## src/rtl/tmds_channel_decoder.sv

```systemverilog
// One TMDS receive channel: hunts for control-token alignment across the ten
// bit offsets of the deserialized stream, then decodes symbols to pixel/control.
module tmds_channel_decoder #(
  parameter int LOCK_TOKENS   = 8,
  parameter int SEARCH_WINDOW = 4096
) (
  input  logic       CLK,
  input  logic       RESET_N,
  input  logic [9:0] raw_in,
  output logic       de,
  output logic [7:0] data,
  output logic [1:0] ctl,
  output logic       locked,
  output logic [3:0] offset
);

  localparam int RUN_W  = $clog2(LOCK_TOKENS) + 1;
  localparam int IDLE_W = $clog2(SEARCH_WINDOW) + 1;
  localparam logic [RUN_W-1:0]  RUN_MAX  = RUN_W'(LOCK_TOKENS);
  localparam logic [IDLE_W-1:0] IDLE_MAX = IDLE_W'(SEARCH_WINDOW);

  typedef enum logic {SEARCH = 1'b0, LOCK = 1'b1} state_t;

  state_t             state, state_nxt;
  logic [RUN_W-1:0]   run, run_nxt, run_inc;
  logic [IDLE_W-1:0]  idle, idle_nxt, idle_inc;
  logic [3:0]         offset_nxt;
  logic [9:0]         raw_q, raw_qq, sym_q;
  logic [19:0]        window;
  logic [4:0]         sel;
  logic               is_tok;
  logic [1:0]         tok_ctl;
  logic [7:0]         q_inv, dec;

  // Offset 0 takes the newest word whole, so aligned input sees no extra latency;
  // offsets 1..9 straddle the previous and current words.
  assign window = {raw_q, raw_qq};
  assign sel    = (offset == 4'd0) ? 5'd10 : {1'b0, offset};

  // The FSM state is visible to checkers through locked.
  assign locked = (state == LOCK);

  always_ff @(posedge CLK or negedge RESET_N) begin
    if (!RESET_N) begin
      raw_q  <= '0;
      raw_qq <= '0;
      sym_q  <= '0;
    end else begin
      raw_q  <= raw_in;
      raw_qq <= raw_q;
      sym_q  <= window[sel +: 10];
    end
  end

  always_comb begin
    is_tok  = 1'b1;
    tok_ctl = 2'b00;
    case (sym_q)
      10'h354: tok_ctl = 2'b00;
      10'h0AB: tok_ctl = 2'b01;
      10'h154: tok_ctl = 2'b10;
      10'h2AB: tok_ctl = 2'b11;
      default: is_tok  = 1'b0;
    endcase
  end

  always_comb begin
    q_inv  = sym_q[9] ? ~sym_q[7:0] : sym_q[7:0];
    dec    = '0;
    dec[0] = q_inv[0];
    for (int i = 1; i < 8; i++) begin
      dec[i] = sym_q[8] ? (q_inv[i] ^ q_inv[i-1]) : ~(q_inv[i] ^ q_inv[i-1]);
    end
  end

  assign run_inc  = (run == RUN_MAX) ? run : run + RUN_W'(1);
  assign idle_inc = (idle == IDLE_MAX) ? idle : idle + IDLE_W'(1);

  always_ff @(posedge CLK or negedge RESET_N) begin
    if (!RESET_N) begin
      state  <= SEARCH;
      run    <= '0;
      idle   <= '0;
      offset <= '0;
    end else begin
      state  <= state_nxt;
      run    <= run_nxt;
      idle   <= idle_nxt;
      offset <= offset_nxt;
    end
  end

  // A token always clears idle, so window expiry can only fire on a non-token.
  always_comb begin
    state_nxt  = state;
    run_nxt    = run;
    idle_nxt   = idle;
    offset_nxt = offset;
    case (state)
      SEARCH: begin
        if (is_tok) begin
          run_nxt  = run_inc;
          idle_nxt = '0;
          if (run_inc == RUN_MAX) state_nxt = LOCK;
        end else if (idle_inc == IDLE_MAX) begin
          offset_nxt = (offset == 4'd9) ? 4'd0 : offset + 4'd1;
          run_nxt    = '0;
          idle_nxt   = '0;
        end else begin
          run_nxt  = '0;
          idle_nxt = idle_inc;
        end
      end
      LOCK: begin
        if (is_tok) begin
          idle_nxt = '0;
        end else if (idle_inc == IDLE_MAX) begin
          state_nxt = SEARCH;
          run_nxt   = '0;
          idle_nxt  = '0;
        end else begin
          idle_nxt = idle_inc;
        end
      end
    endcase
  end

  always_ff @(posedge CLK or negedge RESET_N) begin
    if (!RESET_N) begin
      de   <= 1'b0;
      data <= '0;
      ctl  <= 2'b00;
    end else if (state != LOCK) begin
      de   <= 1'b0;
      data <= '0;
      ctl  <= 2'b00;
    end else if (is_tok) begin
      de   <= 1'b0;
      data <= '0;
      ctl  <= tok_ctl;
    end else begin
      de   <= 1'b1;
      data <= dec;
    end
  end

endmodule

```

## config.mk

```make
export PLATFORM = sky130hd
export DESIGN_NAME = tmds_channel_decoder
export DESIGN_NICKNAME = d
export VERILOG_FILES = /design/src/rtl/tmds_channel_decoder.sv
export SDC_FILE = /design/constraint.sdc
export NUM_CORES = 1
export LEC_CHECK = 0
export ABC_AREA = 1
export CAP_MARGIN = 25
export CORE_MARGIN = 5
export CORE_UTILIZATION = 55
export DETAILED_ROUTE_END_ITERATION = 8
export HOLD_SLACK_MARGIN = 0.1
export PLACE_DENSITY = 0.84
export SLEW_MARGIN = 10
export SYNTH_ARGS = -nofsm -noshare
export SYNTH_HDL_FRONTEND = slang
export SYNTH_SLANG_ARGS = --single-unit
```

## constraint.sdc

```tcl
create_clock -name CLK -period 3.2 [get_ports CLK]
set_clock_uncertainty 0.2 [all_clocks]
set_input_delay 0.48 -clock CLK [delete_from_list [all_inputs] [get_ports CLK]]
set_output_delay 0.48 -clock CLK [all_outputs]
set_load 0.02 [all_outputs]
```

---- Word level (Yosys, flattened, before mapping) ----
Index checks and enable logic that the tools add are counted.
cells by class
  equality and inequality tests ........... 12
  bitwise operators ....................... 17
  $add $sub $neg .......................... 3
  reduce and logical (&&, ||, !) cells .... 4
  mux-type cells .......................... 31
  shifts and indexed selects .............. 1
operators with widths
  cell                     count
  $mux W13                 3
  $eq A13 B13 Y1 const B   2
  $mux W4                  6
  $mux W8                  3
  $eq A10 B10 Y1 const B   2
  $shiftx A20 B5 Y10       1
  $mux W1                  14
  $add A13 B1 Y13 const B  1
  $eq A4 B4 Y1 const B     3
  $eq A10 B8 Y1 const B    1
  $eq A10 B9 Y1 const B    1
  $not A1 Y1               9
  $add A4 B1 Y4 const B    2
  $not A8 Y8               1
  $pmux W4 S2              1
  $xor A1 B1 Y1            7
  $pmux W2 S3              1
  $logic_not A4 Y1         1
  $mux W2                  2
  $ne A2 B1 Y1 const B     2
  $reduce_or A4 Y1         1
  $reduce_and A3 Y1        1
  $ne A2 B2 Y1 const B     1
  $pmux W1 S2              1
  $reduce_and A2 Y1        1
storage, ports and cells
  output and inout bits ................... 16
  flip-flop bits (word level) ............. 63

---- Depth between registers and ports, before layout ----
  depth in word-level cells ............... 7
  gate-level depth with buffers ........... 13
  gate-level depth less buffers ........... 13

---- Least setup slack after synthesis ----
Ideal clock, no wire load.
  path kind ............................... register to register
  start ................................... register idle[0]
  end ..................................... register run[2]
  arrival ................................. 1.630 ns
  clock period less this slack ............ 1.948 ns
  slack ................................... 1.252 ns
  buffers on the path ..................... 0
  required time ........................... 2.883 ns
  stages on the path, launching flop included .. 13
  cell sequence ........................... dfrtp_1 ha_1 inv_2 nor2_4 nand2_1 nand2_1 nand2_1 inv_2 nand2_4 nor3_4 nand3_2 nand3_1 nand2_1
between the ends
  longest elaborated chain between the ends .. 5
RTL lines
  what                                               RTL line  text
  from (decl)                                        26        logic [IDLE_W-1:0] idle, idle_nxt, idle_inc;
  from (signal assigned)                             88        idle <= idle_nxt;
  $add A13 B1 Y13 or $eq A13 B13 Y1 (tied branches)  77        assign idle_inc = (idle == IDLE_MAX) ? idle : idle + IDLE_W'(1);
  $mux W13 (*)                                       77
  $eq A13 B13 Y1 (*)                                 117       end else if (idle_inc == IDLE_MAX) begin
  $ne A2 B1 Y1 (no source line) (*)                  n/a
  $reduce_and A2 Y1 (no source line) (*)             n/a
  to (signal assigned)                               87        run <= run_nxt;
  to (decl)                                          25        logic [RUN_W-1:0] run, run_nxt, run_inc;
Mark *: on every way between the ends. The rest lies on a longest branch, timed or not.
A chain may end at the register's enable or synchronous reset.

---- Worst setup path after layout ----
  start ................................... register offset[0]
  end ..................................... output port offset[0]
RTL lines
  what                    RTL line  text
  from (decl)             14        output logic [3:0] offset
  from (signal assigned)  89        offset <= offset_nxt;
No word-level cell between the ends.

==> run summary <==
Post-synth EDFFs = 0
Layout Cells excl Fill = 533
Register area share after synthesis = 45.9%
Fin. max-slew vios = 0
Fin. Hold Viols = 0
Synth warn = 0
Vias per std cell = 5.18
Fin Setup TNS = 0 ps
Fmax = 0.383 GHz
Layout cells sized above 1 = 10.3%
GRT overflow = 0
Placed Area = 3780 um2
Top_reg_cell synth = dfrtp_1
Syn Nets = 446
Max incr delay on CP = 850 ps
Tmin final = 2610 ps
RSZ-0062 raised after global routing = no
H-tree level count = 3
DRT iter0 DRCs = 168
Clk Latency, worst-skew pair = 340 ps
Final WL = 6740 um
Commonest non-fill, non-tap cell in the layout = nand2_1
Crit-path cells = clkdlybuf4s50_1
Core Box Area = 5990 um2
Cells after DPL = 516
Post-CTS sizing = 0
Area leader, netlist = dfrtp_1
Kind of critical path = reg -> out
DRT antenna net count = 0
Final period utilization = 81.7%
Leak Pwr = 1.89 nW
Worst VDD drop = 0.000336 V
Final Util = 66.8%
Pre-antenna DRT Iters = 5
Ant diodes = 0
Via Count = 2762
Clk sinks = 63
Commonest non-fill, non-tap cells in the layout = 102 x nand2_1, 63 x dfrtp_1, 50 x nor2_1
Ranking of synthesized cells by area = dfrtp_1 46%, nand2_1 11%, nor2_1 5.5%
CTS Hold Bufs = 1
IO Pins = 28
Clock root buffer = clkbuf_8
CP max-delay cell = dfrtp_1
Worst slew pin tran = 786 ps
Reg2Reg Depth = 10
Hold path cells = 0
Site row count = 28
Layout area overhead = 16.3%
Post-DP HPWL = 5140 um
First-pass GRT wire length = 11700 um
CP Data Arrival Time = 1930 ps
Critical path capture point type = output pin
Synthesis-stage register bit count = 63
I/O Buffers = 27
Max FO, Critical Path = 25
Endpoints failing setup = 0
Buffer and inverter count on the worst path = 1
Post-route cell area = 4000 um2
Delay-heaviest family, CP = flip-flops
Startpoint Class = register
CTS tree = yes
HP Class = reg -> reg
# DRC = 0
Synth Area per Inst = 8.15 um2
Status = finished clean
Die Width = 89.1 um
CTS max path bufs = 2
Library cells used by synthesis = 36
CTS Buf Count = 9
Async set-reset flop share out of synthesis = 100%
WHS = 176 ps
Average wire per cell in the routed design = 12.6 um
Final nets = 477
Max-cap viol count = 0
Worst-path clk slew = 60 ps
Relative slew slack = 47.6%
Pwr/cell area = 507 nW/um2
Die height = 89.1 um
Mapped cell area = 3440 um2
Pin count of the biggest net entering global routing = 26
Layout fillers = 487
Final RePlAce weighted congestion = 0.921
Post-Synthesis Cells = 422
Share of the synthesized area in the top cell type = 45.9%
Vias in the first global route = 2644
Antenna violations before repair = 0
Die ar. = 7930 um2
CP required = 2520 ps
Total track usage = 19.3%
Initial core utilization = 57.4%
Critical path depth = 1
Post-CTS Setup Repair Bufs = 0
==> metrics by stage <==
stage	total power [mW]	worst slack, ps
after floorplan	1.21	1250
after global placement	1.29	818
after detailed placement	1.30	736
after CTS	2.04	560
after global routing	2.15	433
final	2.03	586
==> final cells by class <==
cell class / count / area (um2) / area share (%)
Clock buffer: 10 / 128 / 3.19
Clock inverter: 6 / 85.1 / 2.13
Inverter: 51 / 194 / 4.85
Multi-Input combinational cell: 295 / 1610 / 40.2
Sequential cell: 63 / 1580 / 39.4
Tap cell: 75 / 93.8 / 2.35
Timing Repair Buffer: 33 / 313 / 7.82
==> logic make-up (layout without fill, tap and decap cells) <==
| group | Yosys count | after routing | synth area share, % |
|---|---|---|---|
| AO/OA/AOI/OAI | 61 | 61 | 10.4 |
| flip-flops | 63 | 63 | 45.9 |
| AND/OR/NAND/NOR | 197 | 197 | 25.4 |
| adder cells (fa/ha/maj) | 12 | 12 | 4.37 |
| buffers and inverters | 64 | 100 | 7.35 |
| XOR/XNOR | 19 | 19 | 4.84 |
| multiplexers | 6 | 6 | 1.78 |
==> report_power, final <==
group | internal (mW) | switching [mW]
clock network | 0.435 | 0.298
registers | 0.857 | 0.0778
logic | 0.138 | 0.223
total | 1.43 | 0.598
==> per-layer routing <==
metal / global-route usage [%] / wire, um
met5: 0 / 0
met3: 5.53 / 380
met2: 29.8 / 3070
met4: 9.88 / 123
met1: 24.9 / 3160
==> path summary, 6_finish.rpt <==
| check | to | start | slack [ps] |
|---|---|---|---|
| setup / recovery | offset[0] | offset[0]$_DFFE_PN0P_ | 590 |
| min in group asynchronous | idle[7]$_DFF_PN0_ | RESET_N | 430 |
| hold / removal | raw_qq[8]$_DFF_PN0_ | raw_q[8]$_DFF_PN0_ | 180 |
| hold reg to reg | raw_qq[8]$_DFF_PN0_ | raw_q[8]$_DFF_PN0_ | 180 |
| setup reg to reg | sym_q[5]$_DFF_PN0_ | offset[0]$_DFFE_PN0P_ | 730 |
| max in group asynchronous | data[1]$_DFF_PN0_ | RESET_N | 1700 |
==> synth_stat cells, drive strengths merged, types with 5 or more instances <==
| cell type | number |
|---|---|
| a21oi | 7 |
| nand2 | 109 |
| o21ai | 35 |
| mux2i | 5 |
| xor2 | 11 |
| xnor2 | 8 |
| buf | 9 |
| inv | 51 |
| ha | 12 |
| nand4 | 5 |
| o211ai | 7 |
| nor2 | 57 |
| nand3 | 20 |
| dfrtp | 63 |
==> registers in the layout, indices dropped and copies added, names as in the netlist <==
register,flops
idle,13
raw_q,10
raw_qq,10
sym_q,10
data,8
offset,4
run,4
ctl,2
de,1
locked,1
Power figures use the tool's default switching activity.
